==> src/rtl/csr_pkg.sv <==
// Machine-mode CSR addresses shared by the CSR file and its trap sequencer.
package csr_pkg;

    localparam logic [11:0] CSR_MSTATUS = 12'h300;
    localparam logic [11:0] CSR_MTVEC   = 12'h305;
    localparam logic [11:0] CSR_MEPC    = 12'h341;
    localparam logic [11:0] CSR_MCAUSE  = 12'h342;
    localparam logic [11:0] CSR_MTVAL   = 12'h343;

endpackage

==> src/rtl/trap_pkg.sv <==
// Shared types and constants for the trap controller.
package trap_pkg;

    // Number of serialised CSR writes performed on trap entry (mepc, mcause, mtval, mstatus).
    localparam int TRAP_WRITES = 4;

    typedef enum logic [2:0] {
        IDLE      = 3'd0,
        W_EPC     = 3'd1,
        W_CAUSE   = 3'd2,
        W_TVAL    = 3'd3,
        W_STATUS  = 3'd4,
        JUMP      = 3'd5,
        MRET      = 3'd6,
        MRET_JUMP = 3'd7
    } trap_state_e;

    // Interrupt cause codes (low bits of mcause).
    localparam logic [3:0] IRQ_MEI = 4'd11;
    localparam logic [3:0] IRQ_MSI = 4'd3;
    localparam logic [3:0] IRQ_MTI = 4'd7;

    // mstatus bit positions.
    localparam int MSTATUS_MIE    = 3;
    localparam int MSTATUS_MPIE   = 7;
    localparam int MSTATUS_MPP_LO = 11;
    localparam int MSTATUS_MPP_HI = 12;

    // CSR addresses come from the CSR file package so both sides agree.
    localparam logic [11:0] CSR_MSTATUS = csr_pkg::CSR_MSTATUS;
    localparam logic [11:0] CSR_MTVEC   = csr_pkg::CSR_MTVEC;
    localparam logic [11:0] CSR_MEPC    = csr_pkg::CSR_MEPC;
    localparam logic [11:0] CSR_MCAUSE  = csr_pkg::CSR_MCAUSE;
    localparam logic [11:0] CSR_MTVAL   = csr_pkg::CSR_MTVAL;

endpackage

==> src/rtl/trap_ctrl_if.sv <==
// Bundle of commit-point, CSR-file and fetch-redirect signals around the trap controller.
interface trap_ctrl_if #(parameter int XLEN = 64);

    logic            exc_valid;
    logic [XLEN-1:0] exc_pc;
    logic [XLEN-1:0] exc_cause;
    logic [XLEN-1:0] exc_tval;
    logic [2:0]      irq_pend;
    logic [2:0]      mie_en;
    logic [XLEN-1:0] mstatus;
    logic [XLEN-1:0] mtvec;
    logic [XLEN-1:0] mepc;
    logic            commit_valid;
    logic [XLEN-1:0] commit_pc;
    logic            mret_valid;
    logic            wb_csr_valid;
    logic [11:0]     wb_csr_wa;
    logic [XLEN-1:0] wb_csr_wd;
    logic            csr_valid;
    logic [11:0]     csr_wa;
    logic [XLEN-1:0] csr_wd;
    logic            csr_is_mret;
    logic            stall;
    logic            flush;
    logic            redirect_valid;
    logic [XLEN-1:0] redirect_pc;
    logic            busy;

    // Pipeline / CSR file side.
    modport master (
        output exc_valid, exc_pc, exc_cause, exc_tval, irq_pend, mie_en,
               mstatus, mtvec, mepc, commit_valid, commit_pc, mret_valid,
               wb_csr_valid, wb_csr_wa, wb_csr_wd,
        input  csr_valid, csr_wa, csr_wd, csr_is_mret, stall, flush,
               redirect_valid, redirect_pc, busy
    );

    // Trap controller side.
    modport slave (
        input  exc_valid, exc_pc, exc_cause, exc_tval, irq_pend, mie_en,
               mstatus, mtvec, mepc, commit_valid, commit_pc, mret_valid,
               wb_csr_valid, wb_csr_wa, wb_csr_wd,
        output csr_valid, csr_wa, csr_wd, csr_is_mret, stall, flush,
               redirect_valid, redirect_pc, busy
    );

endinterface

==> src/rtl/trap_ctrl_chk.sv <==
// Protocol checks for the trap controller.
module trap_ctrl_chk (
    input logic clk,
    input logic reset,
    input logic busy,
    input logic exc_valid,
    input logic wb_csr_valid
);

    // The pipeline is stalled while a sequence runs, so no new exception or W-stage write may appear
    a_quiet_while_busy: assert property (@(posedge clk) disable iff (!reset)
        busy |-> !(exc_valid || wb_csr_valid));

endmodule

==> src/rtl/trap_ctrl_irq_arbiter.sv <==
// Priority encoder for machine interrupts: external > software > timer.
module irq_arbiter
    import trap_pkg::*;
(
    input  logic [2:0] irq_pend,   // {MEIP, MTIP, MSIP}
    input  logic [2:0] mie_en,     // {MEIE, MTIE, MSIE}
    input  logic       mie,        // mstatus.MIE
    output logic       take,
    output logic [3:0] code
);

    logic [2:0] live_s;

    // Pick the highest-priority interrupt that is both pending and enabled
    always_comb begin
        live_s = irq_pend & mie_en;
        take   = mie & (|live_s);
        if (live_s[2]) begin
            code = IRQ_MEI;
        end else if (live_s[0]) begin
            code = IRQ_MSI;
        end else if (live_s[1]) begin
            code = IRQ_MTI;
        end else begin
            code = 4'd0;
        end
    end

endmodule

==> src/rtl/trap_ctrl.sv <==
// Trap sequencer: serialises trap-entry CSR writes, handles mret, and owns the CSR write port.
module trap_ctrl
    import trap_pkg::*;
#(
    parameter int XLEN = 64
) (
    input logic       clk,
    input logic       reset,
    trap_ctrl_if.slave bus
);

    trap_state_e     state_r, state_nxt_s;
    logic [XLEN-1:0] epc_r, cause_r, tval_r;
    logic            irq_raw_s, irq_take_s, accept_s;
    logic [3:0]      irq_code_s;
    logic [XLEN-1:0] irq_cause_s, trap_base_s, trap_target_s;

    logic            csr_valid_s, csr_is_mret_s, stall_s, flush_s, redirect_valid_s, busy_s;
    logic [11:0]     csr_wa_s;
    logic [XLEN-1:0] csr_wd_s, redirect_pc_s;

    // mstatus image written on trap entry: stash MIE in MPIE, disable, record M-mode in MPP.
    function automatic logic [XLEN-1:0] mstatus_on_trap(input logic [XLEN-1:0] ms);
        logic [XLEN-1:0] r;
        r                                = ms;
        r[MSTATUS_MPIE]                  = ms[MSTATUS_MIE];
        r[MSTATUS_MIE]                   = 1'b0;
        r[MSTATUS_MPP_HI:MSTATUS_MPP_LO] = 2'b11;
        return r;
    endfunction

    irq_arbiter u_irq_arbiter (
        .irq_pend (bus.irq_pend),
        .mie_en   (bus.mie_en),
        .mie      (bus.mstatus[MSTATUS_MIE]),
        .take     (irq_raw_s),
        .code     (irq_code_s)
    );

    trap_ctrl_chk u_chk (
        .clk          (clk),
        .reset        (reset),
        .busy         (busy_s),
        .exc_valid    (bus.exc_valid),
        .wb_csr_valid (bus.wb_csr_valid)
    );

    assign irq_take_s  = irq_raw_s & bus.commit_valid;
    assign accept_s    = bus.exc_valid | irq_take_s | bus.mret_valid;
    assign irq_cause_s = {1'b1, {(XLEN-5){1'b0}}, irq_code_s};

    // Trap vector: vectored mode offsets by 4*cause, but only for interrupts
    always_comb begin
        trap_base_s = {bus.mtvec[XLEN-1:2], 2'b00};
        if ((bus.mtvec[1:0] == 2'b01) && cause_r[XLEN-1]) begin
            trap_target_s = trap_base_s + {{(XLEN-8){1'b0}}, cause_r[5:0], 2'b00};
        end else begin
            trap_target_s = trap_base_s;
        end
    end

    // State register
    always_ff @(posedge clk or negedge reset) begin
        if (!reset) begin
            state_r <= IDLE;
        end else begin
            state_r <= state_nxt_s;
        end
    end

    // Capture epc/cause/tval (or mepc for mret) in the accept cycle
    always_ff @(posedge clk or negedge reset) begin
        if (!reset) begin
            epc_r   <= {XLEN{1'b0}};
            cause_r <= {XLEN{1'b0}};
            tval_r  <= {XLEN{1'b0}};
        end else if (state_r == IDLE) begin
            if (bus.exc_valid) begin
                epc_r   <= bus.exc_pc;
                cause_r <= bus.exc_cause;
                tval_r  <= bus.exc_tval;
            end else if (irq_take_s) begin
                epc_r   <= bus.commit_pc;
                cause_r <= irq_cause_s;
                tval_r  <= {XLEN{1'b0}};
            end else if (bus.mret_valid) begin
                epc_r   <= bus.mepc;
            end
        end
    end

    // Next-state: exception > interrupt > mret from IDLE, fixed walk otherwise
    always_comb begin
        state_nxt_s = IDLE;
        case (state_r)
            IDLE: begin
                if (bus.exc_valid || irq_take_s) begin
                    state_nxt_s = W_EPC;
                end else if (bus.mret_valid) begin
                    state_nxt_s = MRET;
                end else begin
                    state_nxt_s = IDLE;
                end
            end
            W_EPC:     state_nxt_s = W_CAUSE;
            W_CAUSE:   state_nxt_s = W_TVAL;
            W_TVAL:    state_nxt_s = W_STATUS;
            W_STATUS:  state_nxt_s = JUMP;
            JUMP:      state_nxt_s = IDLE;
            MRET:      state_nxt_s = MRET_JUMP;
            MRET_JUMP: state_nxt_s = IDLE;
            default:   state_nxt_s = IDLE;
        endcase
    end

    // Drive CSR port, pipeline control and redirect; everything is held at zero during reset
    always_comb begin
        csr_valid_s      = 1'b0;
        csr_wa_s         = 12'h000;
        csr_wd_s         = {XLEN{1'b0}};
        csr_is_mret_s    = 1'b0;
        stall_s          = 1'b0;
        flush_s          = 1'b0;
        redirect_valid_s = 1'b0;
        redirect_pc_s    = {XLEN{1'b0}};
        busy_s           = 1'b0;
        if (!reset) begin
            busy_s = 1'b0;
        end else begin
            busy_s = (state_r != IDLE);
            case (state_r)
                IDLE: begin
                    if (accept_s) begin
                        // The trapping / returning instruction must not commit its CSR write.
                        stall_s = 1'b1;
                    end else begin
                        csr_valid_s = bus.wb_csr_valid;
                        csr_wa_s    = bus.wb_csr_wa;
                        csr_wd_s    = bus.wb_csr_wd;
                    end
                end
                W_EPC: begin
                    csr_valid_s = 1'b1;
                    csr_wa_s    = CSR_MEPC;
                    csr_wd_s    = {epc_r[XLEN-1:2], 2'b00};
                    flush_s     = 1'b1;
                    stall_s     = 1'b1;
                end
                W_CAUSE: begin
                    csr_valid_s = 1'b1;
                    csr_wa_s    = CSR_MCAUSE;
                    csr_wd_s    = cause_r;
                    stall_s     = 1'b1;
                end
                W_TVAL: begin
                    csr_valid_s = 1'b1;
                    csr_wa_s    = CSR_MTVAL;
                    csr_wd_s    = tval_r;
                    stall_s     = 1'b1;
                end
                W_STATUS: begin
                    csr_valid_s = 1'b1;
                    csr_wa_s    = CSR_MSTATUS;
                    csr_wd_s    = mstatus_on_trap(bus.mstatus);
                    stall_s     = 1'b1;
                end
                JUMP: begin
                    redirect_valid_s = 1'b1;
                    redirect_pc_s    = trap_target_s;
                    stall_s          = 1'b1;
                end
                MRET: begin
                    csr_is_mret_s = 1'b1;
                    flush_s       = 1'b1;
                    stall_s       = 1'b1;
                end
                MRET_JUMP: begin
                    redirect_valid_s = 1'b1;
                    redirect_pc_s    = epc_r;
                    stall_s          = 1'b1;
                end
                default: begin
                    stall_s = 1'b0;
                end
            endcase
        end
    end

    assign bus.csr_valid      = csr_valid_s;
    assign bus.csr_wa         = csr_wa_s;
    assign bus.csr_wd         = csr_wd_s;
    assign bus.csr_is_mret    = csr_is_mret_s;
    assign bus.stall          = stall_s;
    assign bus.flush          = flush_s;
    assign bus.redirect_valid = redirect_valid_s;
    assign bus.redirect_pc    = redirect_pc_s;
    assign bus.busy           = busy_s;

endmodule
==> src/flat_wrapper.sv <==
// flat-port wrapper written by rule: the top's interface ports become plain ports
module trap_ctrl_flat import trap_pkg::*;
#(
    parameter int XLEN = 64
)
  (clk, reset, bus_exc_valid, bus_exc_pc, bus_exc_cause, bus_exc_tval, bus_irq_pend, bus_mie_en, bus_mstatus, bus_mtvec, bus_mepc, bus_commit_valid, bus_commit_pc, bus_mret_valid, bus_wb_csr_valid, bus_wb_csr_wa, bus_wb_csr_wd, bus_csr_valid, bus_csr_wa, bus_csr_wd, bus_csr_is_mret, bus_stall, bus_flush, bus_redirect_valid, bus_redirect_pc, bus_busy);
  trap_ctrl_if #(.XLEN(XLEN)) bus_i ();
  input logic clk;
  input logic reset;
  input wire logic [$bits(bus_i.exc_valid)-1:0] bus_exc_valid;
  input wire logic [$bits(bus_i.exc_pc)-1:0] bus_exc_pc;
  input wire logic [$bits(bus_i.exc_cause)-1:0] bus_exc_cause;
  input wire logic [$bits(bus_i.exc_tval)-1:0] bus_exc_tval;
  input wire logic [$bits(bus_i.irq_pend)-1:0] bus_irq_pend;
  input wire logic [$bits(bus_i.mie_en)-1:0] bus_mie_en;
  input wire logic [$bits(bus_i.mstatus)-1:0] bus_mstatus;
  input wire logic [$bits(bus_i.mtvec)-1:0] bus_mtvec;
  input wire logic [$bits(bus_i.mepc)-1:0] bus_mepc;
  input wire logic [$bits(bus_i.commit_valid)-1:0] bus_commit_valid;
  input wire logic [$bits(bus_i.commit_pc)-1:0] bus_commit_pc;
  input wire logic [$bits(bus_i.mret_valid)-1:0] bus_mret_valid;
  input wire logic [$bits(bus_i.wb_csr_valid)-1:0] bus_wb_csr_valid;
  input wire logic [$bits(bus_i.wb_csr_wa)-1:0] bus_wb_csr_wa;
  input wire logic [$bits(bus_i.wb_csr_wd)-1:0] bus_wb_csr_wd;
  output wire logic [$bits(bus_i.csr_valid)-1:0] bus_csr_valid;
  output wire logic [$bits(bus_i.csr_wa)-1:0] bus_csr_wa;
  output wire logic [$bits(bus_i.csr_wd)-1:0] bus_csr_wd;
  output wire logic [$bits(bus_i.csr_is_mret)-1:0] bus_csr_is_mret;
  output wire logic [$bits(bus_i.stall)-1:0] bus_stall;
  output wire logic [$bits(bus_i.flush)-1:0] bus_flush;
  output wire logic [$bits(bus_i.redirect_valid)-1:0] bus_redirect_valid;
  output wire logic [$bits(bus_i.redirect_pc)-1:0] bus_redirect_pc;
  output wire logic [$bits(bus_i.busy)-1:0] bus_busy;
  assign bus_i.exc_valid = bus_exc_valid;
  assign bus_i.exc_pc = bus_exc_pc;
  assign bus_i.exc_cause = bus_exc_cause;
  assign bus_i.exc_tval = bus_exc_tval;
  assign bus_i.irq_pend = bus_irq_pend;
  assign bus_i.mie_en = bus_mie_en;
  assign bus_i.mstatus = bus_mstatus;
  assign bus_i.mtvec = bus_mtvec;
  assign bus_i.mepc = bus_mepc;
  assign bus_i.commit_valid = bus_commit_valid;
  assign bus_i.commit_pc = bus_commit_pc;
  assign bus_i.mret_valid = bus_mret_valid;
  assign bus_i.wb_csr_valid = bus_wb_csr_valid;
  assign bus_i.wb_csr_wa = bus_wb_csr_wa;
  assign bus_i.wb_csr_wd = bus_wb_csr_wd;
  assign bus_csr_valid = bus_i.csr_valid;
  assign bus_csr_wa = bus_i.csr_wa;
  assign bus_csr_wd = bus_i.csr_wd;
  assign bus_csr_is_mret = bus_i.csr_is_mret;
  assign bus_stall = bus_i.stall;
  assign bus_flush = bus_i.flush;
  assign bus_redirect_valid = bus_i.redirect_valid;
  assign bus_redirect_pc = bus_i.redirect_pc;
  assign bus_busy = bus_i.busy;
  trap_ctrl #(.XLEN(XLEN)) u_core (.clk(clk), .reset(reset), .bus(bus_i));
endmodule
==> config.mk <==
export PLATFORM = sky130hd
export DESIGN_NAME = trap_ctrl_flat
export DESIGN_NICKNAME = d
export VERILOG_FILES = /design/src/rtl/csr_pkg.sv /design/src/rtl/trap_pkg.sv /design/src/rtl/trap_ctrl_if.sv /design/src/rtl/trap_ctrl_chk.sv /design/src/rtl/trap_ctrl_irq_arbiter.sv /design/src/rtl/trap_ctrl.sv /design/src/flat_wrapper.sv
export SDC_FILE = /design/constraint.sdc
export NUM_CORES = 1
export LEC_CHECK = 0
export CORE_AREA = 2 2 262 264
export DETAILED_ROUTE_END_ITERATION = 10
export DIE_AREA = 0 0 264 266
export PLACE_DENSITY = 0.52
export SLEW_MARGIN = 30
export SYNTH_ARGS = -nofsm -noshare
export SYNTH_HDL_FRONTEND = slang
export SYNTH_HIERARCHICAL = 1
export SYNTH_SLANG_ARGS = --single-unit
export TNS_END_PERCENT = 20
==> constraint.sdc <==
create_clock -name clk -period 5.35 [get_ports clk]
set_clock_uncertainty 0.15 [all_clocks]
set_input_delay 1.3375 -clock clk [delete_from_list [all_inputs] [get_ports clk]]
set_output_delay 1.3375 -clock clk [all_outputs]
set_load 0.02 [all_outputs]
Yosys cells after proc, flatten, opt, wreduce, memory -nomap -nowiden. Index checks and enable logic that the tools add are counted.

Add/subtract/negate cells: 1. Multipliers: 0. Divide/modulo/power cells: 0. $lt $le $gt $ge: 0. Equality and inequality tests: 8. Shift-type cells: 0. Multiplexer cells: 35. Bitwise logic cells: 5. Reductions and logical operators: 13.

Operator list (count): $mux 64 (11); $pmux 64 s5 (1); $pmux 64 s2 (1); $add 64x8->64 (1); $pmux 12 s5 (1); $mux 12 (2); $pmux 3 s7 (1); $eq 3x3->1 const B (4); $mux 3 (4); $mux 1 (11); $reduce_or 7->1 (1); $eq 3x2->1 const B (2); $reduce_bool 3->1 (2); $mux 4 (1); $pmux 1 s2 (2); $reduce_and 2->1 (2); $reduce_or 2->1 (2); $reduce_or 4->1 (1); $and 3x3->3 (1); $eq 3x1->1 const B (1); $logic_not 3->1 (1); $reduce_or 3->1 (1); $and 1x1->1 (2); $eq 2x1->1 const B (1); other kinds (4) (5).

Bits in registers: 195. Bits in latches: 0. RAM bits: 0. Bits in read-only memories: 0. Bits of input ports: 536. Output and inout port bits: 146. Memories: 0.

Longest topological paths before layout. Gate-level depths: netlist of run 1.

Word-level depth: 9. Depth in mapped cells: 11. Depth with buffers taken out: 8.

Hierarchy. Netlist of run 1, hierarchy kept.

Modules (own cells, without submodules): trap_ctrl (instances 1, cells an instance 1450, area each 12371.9 µm², sequential area each 4879.7 µm²); irq_arbiter (instances 1, cells an instance 7, area each 48.8 µm², sequential area each 0.0 µm²).

Least setup slack after synthesis of run 1. No wires, ideal clock.

Path kind: input-to-output. From: input port bus_mtvec[2]. To: output port bus_redirect_pc[30]. Arrival time: 3.546 ns. Setup slack: 0.317 ns. Stages: 10. Path buffers: 2. Cells stage by stage: ha_1 -> fa_1 -> a21o_1 -> a311oi_1 -> or2_1 -> buf_2 -> buf_6 -> nor3_1 -> xnor2_1 -> o21ai_0.

Word-level cells in the longest chain between the ends: 4.

Ends and longest elaborated chain: start: declaration (RTL line flat_wrapper.sv:17) `input wire logic [$bits(bus_i.mtvec)-1:0] bus_mtvec;`; $add 64x8->64 (RTL line trap_ctrl.sv:56) `trap_target_s = trap_base_s + {{(XLEN-8){1'b0}}, cause_r[5:0], 2'b00};`; $mux 64 (RTL line trap_ctrl.sv:55) `if ((bus.mtvec[1:0] == 2'b01) && cause_r[XLEN-1]) begin`; $pmux 64 s2 (RTL line trap_ctrl.sv:131) `case (state_r)`; $mux 64 (RTL line trap_ctrl.sv:127) `if (!reset) begin`; end: declaration (RTL line flat_wrapper.sv:32) `output wire logic [$bits(bus_i.redirect_pc)-1:0] bus_redirect_pc;`.

Every way passes these cells.

Worst setup path in the final report of run 1.
From: input port bus_mtvec[4]. To: output port bus_redirect_pc[56].

The elaborated chain is that of the path after synthesis.

==> run_results.csv, run 1 <==
group,metric,value,unit
clock_network,numCtsBuffers,17,
grt,antenna_found_initial,4,
timing,slew_headroom,33.0,%
power,intPower,4.50,mW
worst_setup_path,slowest_delay,450,ps
logic_synthesis,syn-instance-count,1457,
layout,layout.nets,2696,
power,p_leak,8.77,nW
worst_setup_path,path_cells,"clkdlybuf4s50_1 -> ha_1 -> a21o_1 -> a311oi_2 -> or2_4 -> bufbuf_16 -> nor4_1 -> xnor2_1 -> o21ai_1 -> clkdlybuf4s15_2",
logic_synthesis,yosysMostFrequentCell,"nand2_1",
timing,fin_crit,5320,ps
route,ant_nets,0,
timing,drv_slew,0,
timing,worstMarginPinSlew,1000,ps
power,p_sw,3.34,mW
layout,fillCellCount,7101,
floorplan,die_x,264,um
clock_network,max-clock-path-buffers,2,
route,drtPass1Iterations,7,
place,placed_area,0.0210,mm^2
timing,rsz0062_at_grt,"true",
grt,grt-ovfl-total,0,
grt,grt_pass1_wl,99200,um
logic_synthesis,synth_edf_count,0,
logic_synthesis,syn_nets,2000,
worst_hold_path,min_path_cells,2,
layout,area_growth,75.1,%
route,routed_wl,68700,um
logic_synthesis,yosysWarningCount,6,
floorplan,die_h,266,um
clock_network,tritoncts,"done",
place,place.gp.congestion,0.873,
timing,finalHoldViolCount,0,
layout,drive_above_1_share,11.9,%
route,drc_errors,0,
grt,grt_max_degree,143,
worst_setup_path,worstSetupEndpointType,"primary output",
place,io_buffers,678,
logic_synthesis,yosys-top-cells-area,"dfrtp_1, a22o_1, a22oi_1, nand2_1, mux2i_1",
logic_synthesis,post_synth_num_cell_types,56,
grt,track_usage,19.1,%
worst_setup_path,critPathLaunchType,"input port",
clock_network,clkSlewWorstSetupHoldPaths,80,ps
power,clockPowerShare,16.5,%
power,p_comb_share,49.8,%
status,status,"finished clean",
logic_synthesis,yosys.area.top_type_share,39.3,%
worst_setup_path,critPathLaunch,"bus_mtvec[4]",
place,post-place-cells,3009,
worst_setup_path,r2r_cells,5,
logic_synthesis,ys_top_cells_by_count,"nand2_1, dfrtp_1, a22oi_1, a22o_1, o21ai_0",
power,ir_drop,191,uV
worst_setup_path,cp_data_arrival_time,3840,ps
floorplan,io_pins,682,
worst_setup_path,cp_slowest_cell,"clkdlybuf4s50_1",
place,dp_hpwl,50600,um
logic_synthesis,synth_area,0.0124,mm^2
floorplan,core_area,0.0677,mm^2
layout,final_cells,3050,
power,powerDensity,361,mW/mm^2
power,p_sw_share,42.6,%
grt,grt_pass1_vias,14922,
floorplan,die_area,0.0702,mm^2
timing,fin_crit_sh,99.5,%
logic_synthesis,synthArstFlopShare,100,%
route,dr.first_iter.drc_count,1066,
logic_synthesis,ys.flop_type,"dfrtp_1",
clock_network,h-tree-depth,4,
logic_synthesis,yosysSeqAreaShare,39.3,%
worst_hold_path,hp-class,"flop to flop",
worst_hold_path,worstHoldStart,"u_core/epc_r[0]",
floorplan,start_util,18.3,%
timing,finalSetupViolations,0,
route,via_per_inst,4.77,
logic_synthesis,ys_seq_elements,195,
logic_synthesis,avgSynthCellArea,8.52,um^2
timing,fmax,188,MHz
logic_synthesis,yosysTopAreaCell,"dfrtp_1",
job,max_cap_viol_count,0,
worst_setup_path,r2r_start,"u_core/state_r[0]",
route,drt-wirelength-per-cell,22.5,um
clock_network,worst_skew_pair.late_latency,490,ps
layout,design_area,0.0217,mm^2
route,num_vias,14543,
floorplan,fp-row-count,96,
clock_network,clockRootBuffer,"clkbuf_16",
worst_setup_path,critPathMaxFanout,7,
clock_network,cts_hold_buf,0,
clock_network,cts.sinks,195,
worst_setup_path,required,3860,ps
worst_setup_path,worst-setup-path-type,"input port to primary output",
power,seqPwrFrac,33.7,%
logic make-up after synthesis:
logic type / share of synthesized area, %
compound gates: 29.1
xor+xnor: 4.23
fa+ha+maj: 0.766
buf+inv: 4.62
flops: 39.3
mux: 5.91
simple gates: 16.1
cell usage in the layout (no fill, tap or decap), types with 4 or more instances in the layout:
cell type	Yosys	layout
a211oi_1	4	4
a21o_1	5	5
a21oi_1	87	84
a22o_1	123	123
a22oi_1	124	124
a31oi_1	60	60
and2_4	0	4
and3_1	15	15
and4_1	4	4
buf_12	0	23
buf_2	24	13
buf_4	2	111
clkbuf_16	0	17
clkbuf_2	0	5
clkdlybuf4s15_2	0	9
clkdlybuf4s50_1	0	556
clkinv_4	0	5
dfrtp_1	195	195
dlygate4sd2_1	0	73
dlymetal6s2s_1	0	11
ha_1	6	4
inv_1	10	10
mux2i_1	70	70
nand2_1	212	211
nand3_1	29	28
nand4_1	17	17
nor2_1	100	95
nor2_4	0	4
nor2b_1	4	4
nor3_1	16	14
nor4_1	16	4
nor4_2	3	13
o21ai_0	109	106
o21ai_1	16	17
xnor2_1	39	38
xor2_1	21	21
final timing paths:
kind / end / slack [ps]
worst min register to register: u_core/epc_r[0] / 330
min in group asynchronous: u_core/state_r[1] / 480
max in group asynchronous: u_core/epc_r[34] / 2800
worst max-delay path: bus_redirect_pc[56] / 30
worst max register to register: u_core/cause_r[34] / 2960
worst min-delay path: u_core/epc_r[0] / 330
through the flow:
step | hold WS (ps) | util (%) | total power, mW | setup WS [ps] | setup TNS, ps
2_1_floorplan | 292 | - | 4.59 | 317 | 0
3_3_place_gp | 315 | 31.0 | 6.55 | -743 | -30920
3_5_place_dp | 317 | 31.0 | 6.61 | -825 | -31830
4_1_cts | 337 | 31.9 | 7.89 | -68.2 | -297
5_1_grt | 372 | 32.1 | 8.33 | -94.3 | -2000
6_report | 333 | 32.1 | 7.84 | 26.2 | 0
registers in the layout, summed over array words and instances (netlist names):
name and cells:
u_core/epc_r 64, u_core/cause_r 64, u_core/state_r 3, u_core/tval_r 64
routing by layer:
| layer | vias up | GRT usage (%) | wire length (um) |
|---|---|---|---|
| met5 | - | 0 | 27 |
| met2 | 557 | 32.9 | 34000 |
| li1 | 6791 | - | - |
| met4 | 4 | 6.96 | 1940 |
| met3 | 83 | 4.13 | 4070 |
| met1 | 7108 | 23.3 | 28600 |
cell type report:
type,count,area [um^2],share of cell area (%)
inverters,11,42.5,0.196
multi-input cells,1121,7230,33.2
clock inverters,15,125,0.575
well taps,882,1100,5.08
flip-flops and latches,195,4880,22.4
diodes,2,5.00,0.0230
repair buffers,807,7930,36.5
clock buffers,17,425,1.96
power by group through the flow:
stage	Combinational [mW]	Clock (mW)	Sequential, mW
after floorplan	2.15	0	2.44
after global placement	3.91	0	2.64
after detailed placement	3.96	0	2.65
after CTS	3.92	1.34	2.63
after global routing	4.21	1.40	2.72
final	3.91	1.29	2.64
timing repair:
| item | in CTS | in global routing |
|---|---|---|
| setup endpoints to repair | 108 | 79 |
| buffers inserted | 4 | 2 |
| pin swaps | 9 | 6 |
| gates resized for setup | 197 | 49 |
| cloned | 1 | 0 |
critical path: cells and delay by family:
kind,cells,cell delay (ps)
AO/OA/AOI/OAI,3,400
AND/OR/NAND/NOR,2,640
buffers and inverters,3,1020
adder cells (fa/ha/maj),1,320
XOR/XNOR,1,100
Note: power is estimated with default switching activity, not from simulation.
==> run 2, diff against run 1 <==
CORE_AREA = 4 4 264 266   (was 2 2 262 264)
DIE_AREA = 0 0 268 270   (was 0 0 264 266)
==> run_results.csv, run 2 (same netlist as run 1, synthesis figures left out) <==
group,metric,value,unit
timing,finalHoldViolCount,0,
clock_network,h-tree-depth,4,
timing,finalSetupViolations,0,
floorplan,start_util,18.5,%
floorplan,core_area,0.0670,mm^2
worst_setup_path,critPathMaxFanout,5,
route,drtPass1Iterations,5,
worst_setup_path,worst-setup-path-type,"input port to primary output",
worst_hold_path,min_path_cells,2,
worst_setup_path,r2r_cells,6,
route,drt-wirelength-per-cell,23.5,um
power,p_leak,9.32,nW
place,place.gp.congestion,0.841,
power,p_sw,3.34,mW
layout,final_common_cell,"clkdlybuf4s50_1",
layout,final_cells,3045,
grt,grt_pass1_vias,15300,
worst_hold_path,worstHoldStart,"u_core/epc_r[0]",
layout,drive_above_1_share,13.1,%
timing,worstMarginPinSlew,900,ps
route,met1_length,29600,um
route,wl_met3,4570,um
clock_network,tritoncts,"done",
power,seqPwrFrac,33.3,%
floorplan,die_area,0.0724,mm^2
grt,grt_pass1_wl,102000,um
layout,layout_common_cells,"clkdlybuf4s50_1, nand2_1, dfrtp_1",
timing,holdWs,343,ps
floorplan,io_pins,682,
power,powerDensity,362,mW/mm^2
clock_network,numCtsBuffers,17,
power,ir_drop,205,uV
worst_setup_path,critPathLaunchType,"input port",
layout,layout.nets,2697,
layout,reg.largest.list,"u_core/cause_r (64), u_core/epc_r (64), u_core/tval_r (64)",
place,dp_hpwl,54100,um
worst_setup_path,required,3860,ps
route,highest_layer,"met5",
worst_hold_path,min_to,"u_core/epc_r[0]",
grt,grt_max_degree,134,
timing,fin_crit_sh,99.1,%
route,num_vias,14651,
floorplan,fp-row-count,95,
job,max_cap_viol_count,0,
worst_setup_path,cp_data_arrival_time,3810,ps
floorplan,die_x,268,um
route,dr.first_iter.drc_count,851,
timing,slew_headroom,40.0,%
worst_setup_path,r2r_slack,2790,ps
clock_network,cts.sinks,195,
power,p_comb_share,50.1,%
timing,fmax,189,MHz
worst_hold_path,hp-class,"flop to flop",
worst_setup_path,worstSetupEndpointType,"primary output",
timing,drv_slew,0,
power,intPower,4.57,mW
worst_setup_path,path_cells,"clkdlybuf4s50_1 -> ha_2 -> a21o_1 -> buf_4 -> a21o_1 -> nor2_2 -> buf_4 -> buf_4 -> nor4_2 -> xnor2_1 -> o21ai_1 -> buf_4",
layout,area_growth,75.7,%
route,dr_wl_met2,35900,um
grt,grt-ovfl-total,0,
power,clockPowerShare,16.6,%
worst_setup_path,r2r_end,"u_core/tval_r[28]",
place,io_buffers,678,
route,routed_wl,71500,um
grt,track_usage,18.8,%
clock_network,worst_skew_pair.late_latency,470,ps
place,post-place-cells,3004,
worst_setup_path,crit_top_cell,"buf_4",
timing,rsz0062_at_grt,"true",
status,status,"finished clean",
worst_setup_path,r2r_start,"u_core/state_r[1]",
worst_setup_path,cp_slowest_cell,"clkdlybuf4s50_1",
route,ant_nets,0,
route,via_per_inst,4.81,
clock_network,max-clock-path-buffers,2,
timing,fin_crit,5300,ps
clock_network,cts_hold_buf,0,
grt,antenna_found_initial,6,
power,p_sw_share,42.3,%
clock_network,clockRootBuffer,"clkbuf_16",
worst_setup_path,slowest_delay,430,ps
floorplan,die_h,270,um
clock_network,clkSlewWorstSetupHoldPaths,80,ps
route,drc_errors,0,
run 2: critical path: cells and delay by family:
kind / cells / cell delay (ps)
buffers and inverters: 5 / 1100
adder cells (fa/ha/maj): 1 / 390
AO/OA/AOI/OAI: 3 / 550
AND/OR/NAND/NOR: 2 / 310
XOR/XNOR: 1 / 120
run 2: how the worst max path moves through the flow:
stage                       from                  end  slack [ps]  cells past startpoint
global route        bus_mtvec[6]  bus_redirect_pc[57]         -60                     12
CTS                 bus_mtvec[6]  bus_redirect_pc[13]        -230                     12
floorplan           bus_mtvec[2]  bus_redirect_pc[30]         320                     10
detailed placement  bus_mtvec[2]  bus_redirect_pc[14]        -770                     12
finish              bus_mtvec[6]  bus_redirect_pc[57]          50                     12
global placement    bus_mtvec[2]  bus_redirect_pc[14]        -780                     12
run 2: power groups by stage:
stage          sequential [mW]  combinational, mW  clock (mW)
6_report                  2.63               3.96        1.31
2_1_floorplan             2.44               2.15           0
5_1_grt                   2.70               4.26        1.42
3_5_place_dp              2.64               3.99           0
3_3_place_gp              2.62               3.95           0
4_1_cts                   2.62               3.99        1.37
run 2: per-layer routing:
layer,vias up,track usage [%]
li1,6792,-
met1,7225,23.3
met5,-,0
met3,63,4.05
met2,569,33.0
met4,2,5.13
run 2: what timing repair did:
action	CTS	global route
gates cloned	1	0
buffers inserted	2	2
pin swaps	7	6
gates resized for setup	260	97
setup endpoints to repair	117	100
run 2: layout make-up:
class | count | area (um^2)
clock buffer | 19 | 453
antenna | 5 | 12.5
timing repair buffer | 808 | 7950
clock inverter | 13 | 118
sequential | 195 | 4880
multi-input combinational | 1121 | 7270
tap | 873 | 1090
fill | 6986 | 45200
inverter | 11 | 42.5
run 2: metrics by stage:
step	util [%]	TNS [ps]	worst slack [ps]	total power, mW	cell area, um^2
floorplan	-	0	317	4.59	12400
global placement	31.3	-29560	-777	6.57	21000
detailed placement	31.3	-29810	-770	6.63	21000
CTS	32.2	-714	-230	7.98	21600
global route	32.5	-77.7	-58.9	8.38	21800
finish	32.5	0	49.4	7.91	21800
==> run 3, diff against run 2 <==
GPL_ROUTABILITY_DRIVEN = 0   (was unset)
==> results of run 3 <==
Final layout, timing and power as in run 2 (identical DEF).
